## src/rtl/nl_output_writeback_pkg.sv

```systemverilog
// rtl/nl_output_writeback_pkg.sv - shared widths and state type for the nonlinear output writeback stage
package nl_output_writeback_pkg;

    localparam int N_DIM_ARRAY = 4;
    localparam int DATA_WIDTH  = 8;
    localparam int ADDR_WIDTH  = 16;
    localparam int CNT_WIDTH   = 16;
    localparam int FIFO_DEPTH  = 4;
    localparam int WORD_WIDTH  = N_DIM_ARRAY * DATA_WIDTH;

    typedef enum logic [1:0] {
        ST_IDLE = 2'd0,
        ST_RUN  = 2'd1,
        ST_DONE = 2'd2
    } wb_state_e;

endpackage

```

## src/rtl/nl_wb_fifo.sv

```systemverilog
// rtl/nl_wb_fifo.sv - small synchronous FIFO buffering result words ahead of the memory port
module nl_wb_fifo #(
    parameter int DEPTH = 4,
    parameter int WIDTH = 32
) (
    input  logic             i_clk,
    input  logic             i_rst_n,
    input  logic             i_push,
    input  logic [WIDTH-1:0] i_wdata,
    input  logic             i_pop,
    output logic [WIDTH-1:0] o_rdata,
    output logic             o_full,
    output logic             o_empty
);

    localparam int PTR_W = $clog2(DEPTH);
    localparam logic [PTR_W-1:0] PTR_ONE = PTR_W'(1);
    localparam logic [PTR_W:0]   CNT_ONE = (PTR_W + 1)'(1);
    localparam logic [PTR_W:0]   CNT_MAX = (PTR_W + 1)'(DEPTH);

    logic [WIDTH-1:0] r_mem [DEPTH];
    logic [PTR_W-1:0] r_wr_ptr;
    logic [PTR_W-1:0] r_rd_ptr;
    logic [PTR_W:0]   r_count;
    logic             w_push;
    logic             w_pop;

    assign o_full  = (r_count == CNT_MAX);
    assign o_empty = (r_count == '0);
    assign o_rdata = r_mem[r_rd_ptr];

    // A push into a full FIFO is refused even if a pop frees a slot this cycle.
    assign w_push = i_push && !o_full;
    assign w_pop  = i_pop && !o_empty;

    always_ff @(posedge i_clk or negedge i_rst_n) begin
        if (!i_rst_n) begin
            r_wr_ptr <= '0;
            r_rd_ptr <= '0;
            r_count  <= '0;
            for (int i = 0; i < DEPTH; i++) begin
                r_mem[i] <= '0;
            end
        end else begin
            if (w_push) begin
                r_mem[r_wr_ptr] <= i_wdata;
                r_wr_ptr        <= r_wr_ptr + PTR_ONE;
            end
            if (w_pop) begin
                r_rd_ptr <= r_rd_ptr + PTR_ONE;
            end
            case ({w_push, w_pop})
                2'b10:   r_count <= r_count + CNT_ONE;
                2'b01:   r_count <= r_count - CNT_ONE;
                default: r_count <= r_count;
            endcase
        end
    end

endmodule

```

## src/rtl/nl_output_writeback.sv

```systemverilog
// rtl/nl_output_writeback.sv - buffers nonlinear results and writes them to activation memory from a base address
module nl_output_writeback
    import nl_output_writeback_pkg::*;
#(
    parameter int P_N_DIM_ARRAY = N_DIM_ARRAY,
    parameter int P_DATA_WIDTH  = DATA_WIDTH,
    parameter int P_ADDR_WIDTH  = ADDR_WIDTH,
    parameter int P_FIFO_DEPTH  = FIFO_DEPTH
) (
    input  logic                                  i_clk,
    input  logic                                  i_rst_n,
    input  logic                                  i_start,
    input  logic [P_ADDR_WIDTH-1:0]               i_base_addr,
    input  logic [CNT_WIDTH-1:0]                  i_num_words,
    input  logic                                  i_in_valid,
    input  logic [P_N_DIM_ARRAY*P_DATA_WIDTH-1:0] i_in_word,
    output logic                                  o_in_ready,
    output logic                                  o_mem_req,
    input  logic                                  i_mem_gnt,
    output logic                                  o_mem_we,
    output logic [P_ADDR_WIDTH-1:0]               o_mem_addr,
    output logic [P_N_DIM_ARRAY*P_DATA_WIDTH-1:0] o_mem_wdata,
    output logic                                  o_busy,
    output logic                                  o_done,
    output logic                                  o_drop_err
);

    localparam int W_WIDTH = P_N_DIM_ARRAY * P_DATA_WIDTH;
    localparam logic [CNT_WIDTH-1:0] CNT_ONE = CNT_WIDTH'(1);

    wb_state_e              r_state;
    wb_state_e              w_next_state;
    logic [P_ADDR_WIDTH-1:0] r_base_addr;
    logic [CNT_WIDTH-1:0]   r_num_words;
    logic [CNT_WIDTH-1:0]   r_acc_cnt;
    logic [CNT_WIDTH-1:0]   r_wr_cnt;
    logic                   r_drop_err;

    logic                   w_fifo_full;
    logic                   w_fifo_empty;
    logic [W_WIDTH-1:0]     w_fifo_head;
    logic                   w_push;
    logic                   w_grant;
    logic                   w_start_ok;
    logic                   w_last_write;

    assign w_start_ok   = i_start && (r_state == ST_IDLE);
    assign w_push       = i_in_valid && o_in_ready;
    assign w_grant      = o_mem_req && i_mem_gnt;
    assign w_last_write = w_grant && ((r_wr_cnt + CNT_ONE) == r_num_words);

    nl_wb_fifo #(
        .DEPTH (P_FIFO_DEPTH),
        .WIDTH (W_WIDTH)
    ) u_fifo (
        .i_clk   (i_clk),
        .i_rst_n (i_rst_n),
        .i_push  (w_push),
        .i_wdata (i_in_word),
        .i_pop   (w_grant),
        .o_rdata (w_fifo_head),
        .o_full  (w_fifo_full),
        .o_empty (w_fifo_empty)
    );

    always_ff @(posedge i_clk or negedge i_rst_n) begin
        if (!i_rst_n) begin
            r_state <= ST_IDLE;
        end else begin
            r_state <= w_next_state;
        end
    end

    always_comb begin
        w_next_state = r_state;
        case (r_state)
            ST_IDLE: begin
                if (w_start_ok) begin
                    w_next_state = (i_num_words == '0) ? ST_DONE : ST_RUN;
                end
            end
            ST_RUN: begin
                if (w_last_write) begin
                    w_next_state = ST_DONE;
                end
            end
            ST_DONE: w_next_state = ST_IDLE;
            default: w_next_state = ST_IDLE;
        endcase
    end

    always_comb begin
        o_in_ready = 1'b0;
        o_mem_req  = 1'b0;
        o_busy     = 1'b0;
        o_done     = 1'b0;
        case (r_state)
            ST_RUN: begin
                o_in_ready = !w_fifo_full && (r_acc_cnt < r_num_words);
                o_mem_req  = !w_fifo_empty;
                o_busy     = 1'b1;
            end
            ST_DONE: o_done = 1'b1;
            default: ;
        endcase
    end

    assign o_mem_we    = o_mem_req;
    assign o_mem_addr  = r_base_addr + P_ADDR_WIDTH'(r_wr_cnt);
    assign o_mem_wdata = w_fifo_head;
    assign o_drop_err  = r_drop_err;

    always_ff @(posedge i_clk or negedge i_rst_n) begin
        if (!i_rst_n) begin
            r_base_addr <= '0;
            r_num_words <= '0;
            r_acc_cnt   <= '0;
            r_wr_cnt    <= '0;
            r_drop_err  <= 1'b0;
        end else begin
            if (w_start_ok) begin
                r_base_addr <= i_base_addr;
                r_num_words <= i_num_words;
                r_acc_cnt   <= '0;
                r_wr_cnt    <= '0;
                r_drop_err  <= 1'b0;
            end else begin
                if (w_push) begin
                    r_acc_cnt <= r_acc_cnt + CNT_ONE;
                end
                if (w_grant) begin
                    r_wr_cnt <= r_wr_cnt + CNT_ONE;
                end
            end
            // A word arriving while idle or done is discarded; flag it even on a start cycle.
            if (i_in_valid && (r_state == ST_IDLE || r_state == ST_DONE)) begin
                r_drop_err <= 1'b1;
            end
        end
    end

endmodule

```

## config.mk

```make
export PLATFORM = sky130hd
export DESIGN_NAME = nl_output_writeback
export DESIGN_NICKNAME = d
export VERILOG_FILES = /design/src/rtl/nl_output_writeback_pkg.sv /design/src/rtl/nl_wb_fifo.sv /design/src/rtl/nl_output_writeback.sv
export SDC_FILE = /design/constraint.sdc
export NUM_CORES = 1
export LEC_CHECK = 0
export ABC_AREA = 1
export ABC_CLOCK_PERIOD_IN_PS = 7100
export CAP_MARGIN = 10
export CORE_MARGIN = 2
export CORE_UTILIZATION = 50
export DETAILED_ROUTE_END_ITERATION = 12
export GPL_TIMING_DRIVEN = 0
export PLACE_DENSITY = 0.72
export SLEW_MARGIN = 20
export SYNTH_ARGS = -nofsm -noshare
export SYNTH_HDL_FRONTEND = slang
export SYNTH_SLANG_ARGS = --single-unit
```

## constraint.sdc

```tcl
create_clock -name i_clk -period 7.1 [get_ports i_clk]
set_input_delay 1.065 -clock i_clk [delete_from_list [all_inputs] [get_ports i_clk]]
set_output_delay 1.065 -clock i_clk [all_outputs]
set_load 0.02 [all_outputs]
```

==> results of run 1 <==
## final timing paths
check | depth (start not counted) | endpoint | startpoint | slack [ns]
worst max-delay path | 11 | o_mem_addr[12] | r_wr_cnt[0] | 2.56
worst min-delay path | 2 | u_fifo.r_mem[84] | u_fifo.r_mem[84] | 0.46
worst max register to register | 15 | u_fifo.r_count[2] | r_acc_cnt[11] | 4.08
worst min register to register | 2 | u_fifo.r_mem[84] | u_fifo.r_mem[84] | 0.46
max in group asynchronous | 2 | u_fifo.r_mem[22] | i_rst_n | 5.85
min in group asynchronous | 1 | r_acc_cnt[5] | i_rst_n | 0.47
## area by class of cell
class                   count  area [um2]
fillers                  1970        8370
multi-input cells        1061        5180
flip-flops and latches    202        5050
repair buffers            124        1280
clock buffers              34         688
plain buffers              78         427
inverters                  94         353
well taps                 280         350
clock inverters             6        50.0
## power groups by stage
stage | Clock (mW) | Combinational (mW) | Sequential (mW)
finish | 1.16 | 3.01 | 1.91
global route | 1.23 | 3.32 | 1.97
CTS | 1.18 | 3.00 | 1.91
detailed placement | 0 | 2.98 | 1.92
global placement | 0 | 2.92 | 1.91
floorplan | 0 | 1.86 | 1.84
## sequential cells by signal (all words and copies together), names as in the netlist, 3 cells and up
name,flops
u_fifo.r_mem,128
r_acc_cnt,16
r_base_addr,16
r_num_words,16
r_wr_cnt,16
u_fifo.r_count,3
## per-stage QoR
| step | setup TNS (ns) | utilization |
|---|---|---|
| finish | 0 | 0.615 |
| global route | 0 | 0.615 |
| CTS | 0 | 0.615 |
| detailed placement | 0 | 0.581 |
| global placement | -739.95 | 0.579 |
| floorplan | 0 | - |
## metal layers
layer	vias to the layer above	wire length, um	GRT usage
met3	61	2640	0.0546
met1	4881	14300	0.400
met2	433	14000	0.425
li1	5022	-	-
met5	-	0	0
met4	0	836	0.0855
## synthesized netlist by cell type (2+ instances only)
cell type	number	area, um2
sky130_fd_sc_hd__nand2_1	471	1770
sky130_fd_sc_hd__nand3_1	210	1050
sky130_fd_sc_hd__dfrtp_1	202	5050
sky130_fd_sc_hd__o21ai_0	98	490
sky130_fd_sc_hd__nor2_1	97	364
sky130_fd_sc_hd__inv_1	90	338
sky130_fd_sc_hd__clkbuf_1	47	176
sky130_fd_sc_hd__o22ai_1	41	257
sky130_fd_sc_hd__ha_1	37	463
sky130_fd_sc_hd__xor2_1	29	254
sky130_fd_sc_hd__a21oi_1	21	105
sky130_fd_sc_hd__buf_2	14	70.1
sky130_fd_sc_hd__buf_6	14	158
sky130_fd_sc_hd__nand4_1	14	87.6
sky130_fd_sc_hd__nor3_1	9	45.0
sky130_fd_sc_hd__xnor2_1	7	61.3
sky130_fd_sc_hd__nor4_1	6	37.5
sky130_fd_sc_hd__buf_4	3	22.5
sky130_fd_sc_hd__inv_2	3	11.3
sky130_fd_sc_hd__nor2_2	3	18.8
sky130_fd_sc_hd__a21o_1	2	15.0
sky130_fd_sc_hd__fa_1	2	40.0
sky130_fd_sc_hd__o31ai_1	2	15.0
## kinds of logic after synthesis
logic type                 after synthesis  synth area share
AOI/OAI and AO/OA                      171            0.0848
DFF                                    202             0.459
buffers and inverters                  172            0.0707
xor gates and xnor gates                37            0.0307
adders and majority gates               39            0.0456
and+or+nand+nor                        814             0.309
## critical path, stage by stage (launching register included)
cell and delay (ns):
sky130_fd_sc_hd__dfrtp_1 0.53, sky130_fd_sc_hd__ha_1 0.24, sky130_fd_sc_hd__inv_1 0.06, sky130_fd_sc_hd__fa_1 0.41, sky130_fd_sc_hd__o21ai_0 0.32, sky130_fd_sc_hd__a21boi_0 0.25, sky130_fd_sc_hd__inv_1 0.12, sky130_fd_sc_hd__a21o_1 0.15
sky130_fd_sc_hd__nand2_1 0.05, sky130_fd_sc_hd__nand2_1 0.06, sky130_fd_sc_hd__xor2_1 0.15, sky130_fd_sc_hd__clkdlybuf4s50_1 0.62
==> flow_results.org, run 1 <==
** Run status
- Run status :: completed

** Power and ir drop
- Of the total power, the share spent switching nets is 0.435.
- Power spread over the standard cell area amounts to 455 nW/um2.
- Summed over all nets, the switching power comes to 2.65 mW.
- The analysis attributes to cell leakage a power of 6.66 nW.
- Across the VDD grid, the largest voltage drop is 0.000248 V.
- Seq pwr share :: 0.314
- Of the total power, the clock network draws 0.191.
- The share of total power dissipated in combinational logic is 0.495.
- The design draws 6.09 mW.
- Cell internal power was estimated by the tool at 3.44 mW.

** Clocking
- Clock sink count :: 202
- CTS tree :: yes
- Hold repair after CTS inserted 0 buffers.
- Inserted Clock Buffers :: 24
- Clock tree root driver cell :: sky130_fd_sc_hd__clkbuf_16
- Total number of H-tree levels :: 1
- Buffers added to address setup during post-CTS repair amount to 0.
- In this run, post-CTS repair resized a total of 0 instances.
- Number of buffers on the longest clock path :: 3
- Worst skew pair latency :: 0.53 ns
- CTS clock-pin slew for the worst setup and hold paths :: 0.06 ns

** Placement
- Count of input and output buffers :: 122
- After detailed placement, the total cell area comes to 12700 um2.
- Count of placed standard cells including taps :: 1839
- Post-Place Setup Slack :: 3.12 ns
- The HPWL after detailed placement is 22200 um.
- Routability-driven placement finished with a final weighted congestion of 0.863.

** Synth
- Mean cell area of the mapped netlist :: 7.68 um2
- The Yosys step of the flow raised 0 warnings.
- Part of the Yosys area used for sequential elements :: 0.459
- Number of synthesized flops with an enable pin :: 0
- Synth async-reset ratio :: 1.00
- Leading register cell type out of synthesis :: sky130_fd_sc_hd__dfrtp_1
- When the netlist entered floorplanning its net count stood at 1543.
- Synthesis instantiated 36 different standard cells from the library.
- Counting every instance in the synthesized netlist gives 1435.
- The synthesized netlist occupies a cell area of 11000 um2.
- Counting flops and latches in the post-synthesis netlist gives 202.

** Global route
- Gr usage total :: 0.277
- Gr ovfl total :: 0
- The number of global-route vias before repair was 10300.
- First-pass GRT wire length :: 52800 um
- Entering global routing, the biggest net connects 75 pins.
- Number of antenna violations at the first check in global routing :: 0

** Finish
- Fin cells :: 1879
- 0 antenna diodes ended up in the layout.
- Total number of nets in the final design :: 1693
- P&R area growth vs syn :: 21.5%
- Most common cell after layout, fill and taps aside :: sky130_fd_sc_hd__nand2_1
- Leaving out fill and tap cells, the most frequent cells in the layout are sky130_fd_sc_hd__nand2_1, sky130_fd_sc_hd__nand3_1, sky130_fd_sc_hd__dfrtp_1, sky130_fd_sc_hd__clkdlybuf4s50_1, sky130_fd_sc_hd__o21ai_0.
- In the final layout, the share of cells above drive strength 1 is 0.0507.
- Once layout is done, the placed cells without fillers occupy 13400 um2.

** Worst hold path
- In this run the worst hold path is classified as flop to flop.

** Floorplan
- Core Region :: 21800 um2
- Initial cell density of the core :: 0.506
- During I/O placement, the number of pins put on the boundary was 123.
- Die extent in y :: 152 um
- Horizontal die dimension :: 152 um
- The die covers 23200 um2.
- The initialized floorplan defines 54 standard-cell rows.

** Routing
- Via total after detailed routing :: 10400
- For this block, the routed nets add up to 31800 um of wire.
- Count of TritonRoute iterations in the first routing pass :: 5
- After the first detailed-routing iteration, the DRC count stood at 975.
- Dividing the detail-routed via count by the number of cells gives 5.53.
- Average wire length per cell after detail routing :: 16.9 um
- For this run, design rule violations remaining after detail routing come to 0.
- Number of routed nets with antenna violations :: 0

** Run
- Reported max-cap violation count :: 0

** Timing
- Max Transition Viols Final :: 0
- Counting I/O delays and the setup requirement, the final critical path takes 4.54 ns.
- Number of failing setup endpoints in the final timing report :: 0
- Setup repair after global routing left no endpoint under its margin.
- Headroom to the max-slew limit came out at 0.492.
- On the final layout, the worst clock skew is 0.0251 ns.
- The number of failing hold endpoints at the final stage is 0.
- Maximum clock frequency :: 220 MHz
- At the pin with the least slew margin, the transition time is 0.762 ns.
- In the finished design, the share of the clock period the worst path needs comes to 0.640.
- Min setup slack post-route :: 2.56 ns
- Across all hold checks on the routed design, the worst slack comes to 0.464 ns.

** Worst setup path
- Startpoint type of the worst setup path :: flop
- Worst endpoint data arrival time :: 3.48 ns
- Endpoint required time on the critical path :: 6.03 ns
- Of all nets on the critical path, the largest fanout is 8.
- By startpoint and endpoint, the worst setup path is classified as flop to output pin.
- The worst setup path is captured at an output pin.
(Power assumes the default switching activity.)
==> inputs of run 2 (changes only) <==
ABC_CLOCK_PERIOD_IN_PS = 3670   (was 7100)
PLACE_DENSITY = 0.75   (was 0.72)
clock period = 3.67 ns   (was 7.1 ns; I/O delays follow)
==> run 2 against run 1 <==
Net effect:
- die area stayed put
- design area is 0.30% higher
- utilization is 0.18 points higher
- critical path depth is 6 lower
- wire length is 0.22% lower
- clock power is 98% higher
- first-iteration DRC count is 1.9% higher
- setup slack worse by 2.4 ns
- power is 94% higher
==> flow_results.org, run 2 (same netlist as run 1, synthesis figures left out) <==
** Run status
- Run status :: completed

** Timing
- The setup-violating endpoint count in the final report is 0 (unchanged).
- Max Transition Viols Final :: 0 (unchanged)
- Worst rel slew slack :: 0.471 (-0.0210)
- Min setup slack post-route :: 0.159 ns (-2.40 ns)
- Setup Skew :: 0.0147 ns (-0.0103 ns)
- Derived from the worst setup path, the maximum achievable clock frequency is 285 MHz.
- Final count of hold timing violations :: 0 (unchanged)
- Setup_tns :: 0 ns (unchanged)
- The worst-case hold slack is 0.417 ns (-0.0471 ns).
- Setup repair after global routing missed its margin :: no
- Counting I/O delays and the setup requirement, the final critical path takes 3.51 ns.
- Measured slew at the worst slew-check pin :: 0.793 ns (+0.0315 ns)
- Tcrit/Tclk final :: 0.957

** Finish
- The final instance area is 13400 um2 (+0.30%).
- Fin cells :: 1881 (+0.11%)
- The combined flip-flop and latch cell area is 5060 um2 (about the same).
- Number of fill cells in the layout :: 1909 (-3.1%)
- In the layout the commonest cells are sky130_fd_sc_hd__nand2_1, sky130_fd_sc_hd__nand3_1, sky130_fd_sc_hd__dfrtp_1, sky130_fd_sc_hd__clkdlybuf4s50_1, sky130_fd_sc_hd__nor2_1.
- Flip-flop count of the largest register after layout :: 128 (unchanged)
- The share of final-layout standard cells stronger than drive strength 1 came to 0.0531 (+0.00244).
- The final net count came to 1694 (+0.059%).
- The antenna diode count came to 0 (unchanged).
- The area used by multi-input combinational logic was 5190 um2 (+0.14%).
- Most common cell after layout, fill and taps aside :: sky130_fd_sc_hd__nand2_1
- P&R area growth vs syn :: 21.9%
- Final core area utilization :: 0.617 (+0.00184)
- Top reg by flops :: u_fifo.r_mem

** Placement
- The global placement routability congestion came to 0.921 (+6.7%).
- The total instance count after detailed placement came to 1839 (unchanged).
- The post-place setup slack is 0.245 ns (-2.88 ns).
- The number of buffers added on ports was 122 (unchanged).
- Area of placed instances :: 12700 um2 (unchanged)
- Post-DP HPWL :: 22000 um (-0.85%)

** Worst setup path
- Startpoint type of the worst setup path :: flop
- Critical Path Sink Type :: output pin
- Endpoint required time on the critical path :: 3.12 ns (-2.91 ns)
- The data arrival time of the worst path was 2.96 ns (-0.52 ns).
- Path type of the worst setup path :: flop to output pin
- Worst Reg2Reg Path Length in Cells :: 15 (unchanged)
- Highest fanout seen on the critical path :: 10 (+2)

** Clocking
- The post-CTS repair timing setup buffer count was 0 (unchanged).
- The latest clock arrival within the worst-skew pair was 0.52 ns (about the same).
- Clock sink count :: 202 (unchanged)
- TritonCTS built the clock tree.
- The H-tree depth is 1 (unchanged).
- CTS placed an instance of sky130_fd_sc_hd__clkbuf_16 at the clock tree root.
- Inserted Clock Buffers :: 24 (unchanged)
- Number of buffers on the longest clock path :: 3 (unchanged)
- CTS clock-pin slew for the worst setup and hold paths :: 0.06 ns (about the same)

** Floorplan
- The area of the core is 21800 um2 (unchanged).
- The initial core utilization was 0.506 (unchanged).
- Number of placement rows :: 54 (unchanged)
- The height of the chip came to 152 um (unchanged).
- Die outline area :: 23200 um2 (unchanged)
- Horizontal die dimension :: 152 um (unchanged)
- Ports :: 123 (unchanged)

** Routing
- Number of routed nets with antenna violations :: 0 (unchanged)
- The DRC violation count after routing was 0 (unchanged).
- Vias per cell :: 5.61 (+1.4%)
- Starting DRT DRC Count :: 994 (+1.9%)
- The total wire length was 31800 um (-0.22%).
- Via total after detailed routing :: 10600 (+1.5%)
- Count of TritonRoute iterations in the first routing pass :: 5 (unchanged)
- Average wire length per cell after detail routing :: 16.9 um (-0.32%)

** Power and ir drop
- Final Total Pwr :: 11.8 mW (+94%)
- Power density relative to cell area :: 881 nW/um2 (+94%)
- The maximum resistive drop on vdd was 0.000464 V (+87%).
- Leakage power of the design :: 6.70 nW (+0.62%)

** Global route
- The first-pass GRT wire length was 51500 um (-2.5%).
- The initial antenna violation count was 0 (unchanged).
- Gr usage total :: 0.270 (-0.00672)
- Pin count of the biggest net entering global routing :: 100 (+33%)
- The number of global-route vias before repair came to 9950 (-3.8%).
- Gr ovfl total :: 0 (unchanged)

** Worst hold path
- The path class of the tightest hold or removal check is input port to async pin.

** Run
- The number of max-capacitance violations reported is 0 (unchanged).
[run 2: critical path, cell delays in order (launching register included)]
cell	delay, ns
sky130_fd_sc_hd__dfrtp_1	0.37
sky130_fd_sc_hd__clkbuf_1	0.38
sky130_fd_sc_hd__clkbuf_1	0.47
sky130_fd_sc_hd__o21ai_0	0.18
sky130_fd_sc_hd__o22ai_1	0.35
sky130_fd_sc_hd__clkdlybuf4s50_1	0.69
[run 2: cell type report]
cell class,instances,share of cell area
plain buffers,78,0.0321
repair buffers,125,0.0960
multi-input cells,1061,0.387
clock inverters,3,0.00317
clock buffers,38,0.0532
flip-flops and latches,202,0.377
inverters,94,0.0263
well taps,280,0.0261
[run 2: path summary, 6_finish.rpt]
| path | from | endpoint | slack [ns] |
|---|---|---|---|
| worst max-delay path | u_fifo.r_rd_ptr[0] | o_mem_wdata[30] | 0.16 |
| worst min-delay path | i_rst_n | r_acc_cnt[5] | 0.42 |
| worst max register to register | r_acc_cnt[11] | u_fifo.r_count[2] | 0.57 |
| worst min register to register | u_fifo.r_mem[88] | u_fifo.r_mem[88] | 0.46 |
| max in group asynchronous | i_rst_n | u_fifo.r_mem[19] | 2.56 |
| min in group i_clk | u_fifo.r_mem[88] | u_fifo.r_mem[88] | 0.46 |
[run 2: layer usage]
metal	vias to the layer above	GRT usage	part of all wire
met1	5081	0.392	0.45
li1	5005	-	-
met2	413	0.426	0.45
met5	-	0	0
met3	58	0.0464	0.077
met4	0	0.0679	0.026
[run 2: what timing repair did]
action | in CTS | in global routing
gates resized for setup | 7 | 12
endpoints found under the setup margin | 7 | 28
cloned | 0 | 0
hold endpoints to repair | 5 | 0
hold buffers | 1 | 0
[run 2: report_power, final]
group / switching [mW] / internal [mW]
Sequential: 0.547 / 3.15
Combinational: 3.63 / 2.20
Clock: 0.910 / 1.39
Total: 5.09 / 6.74
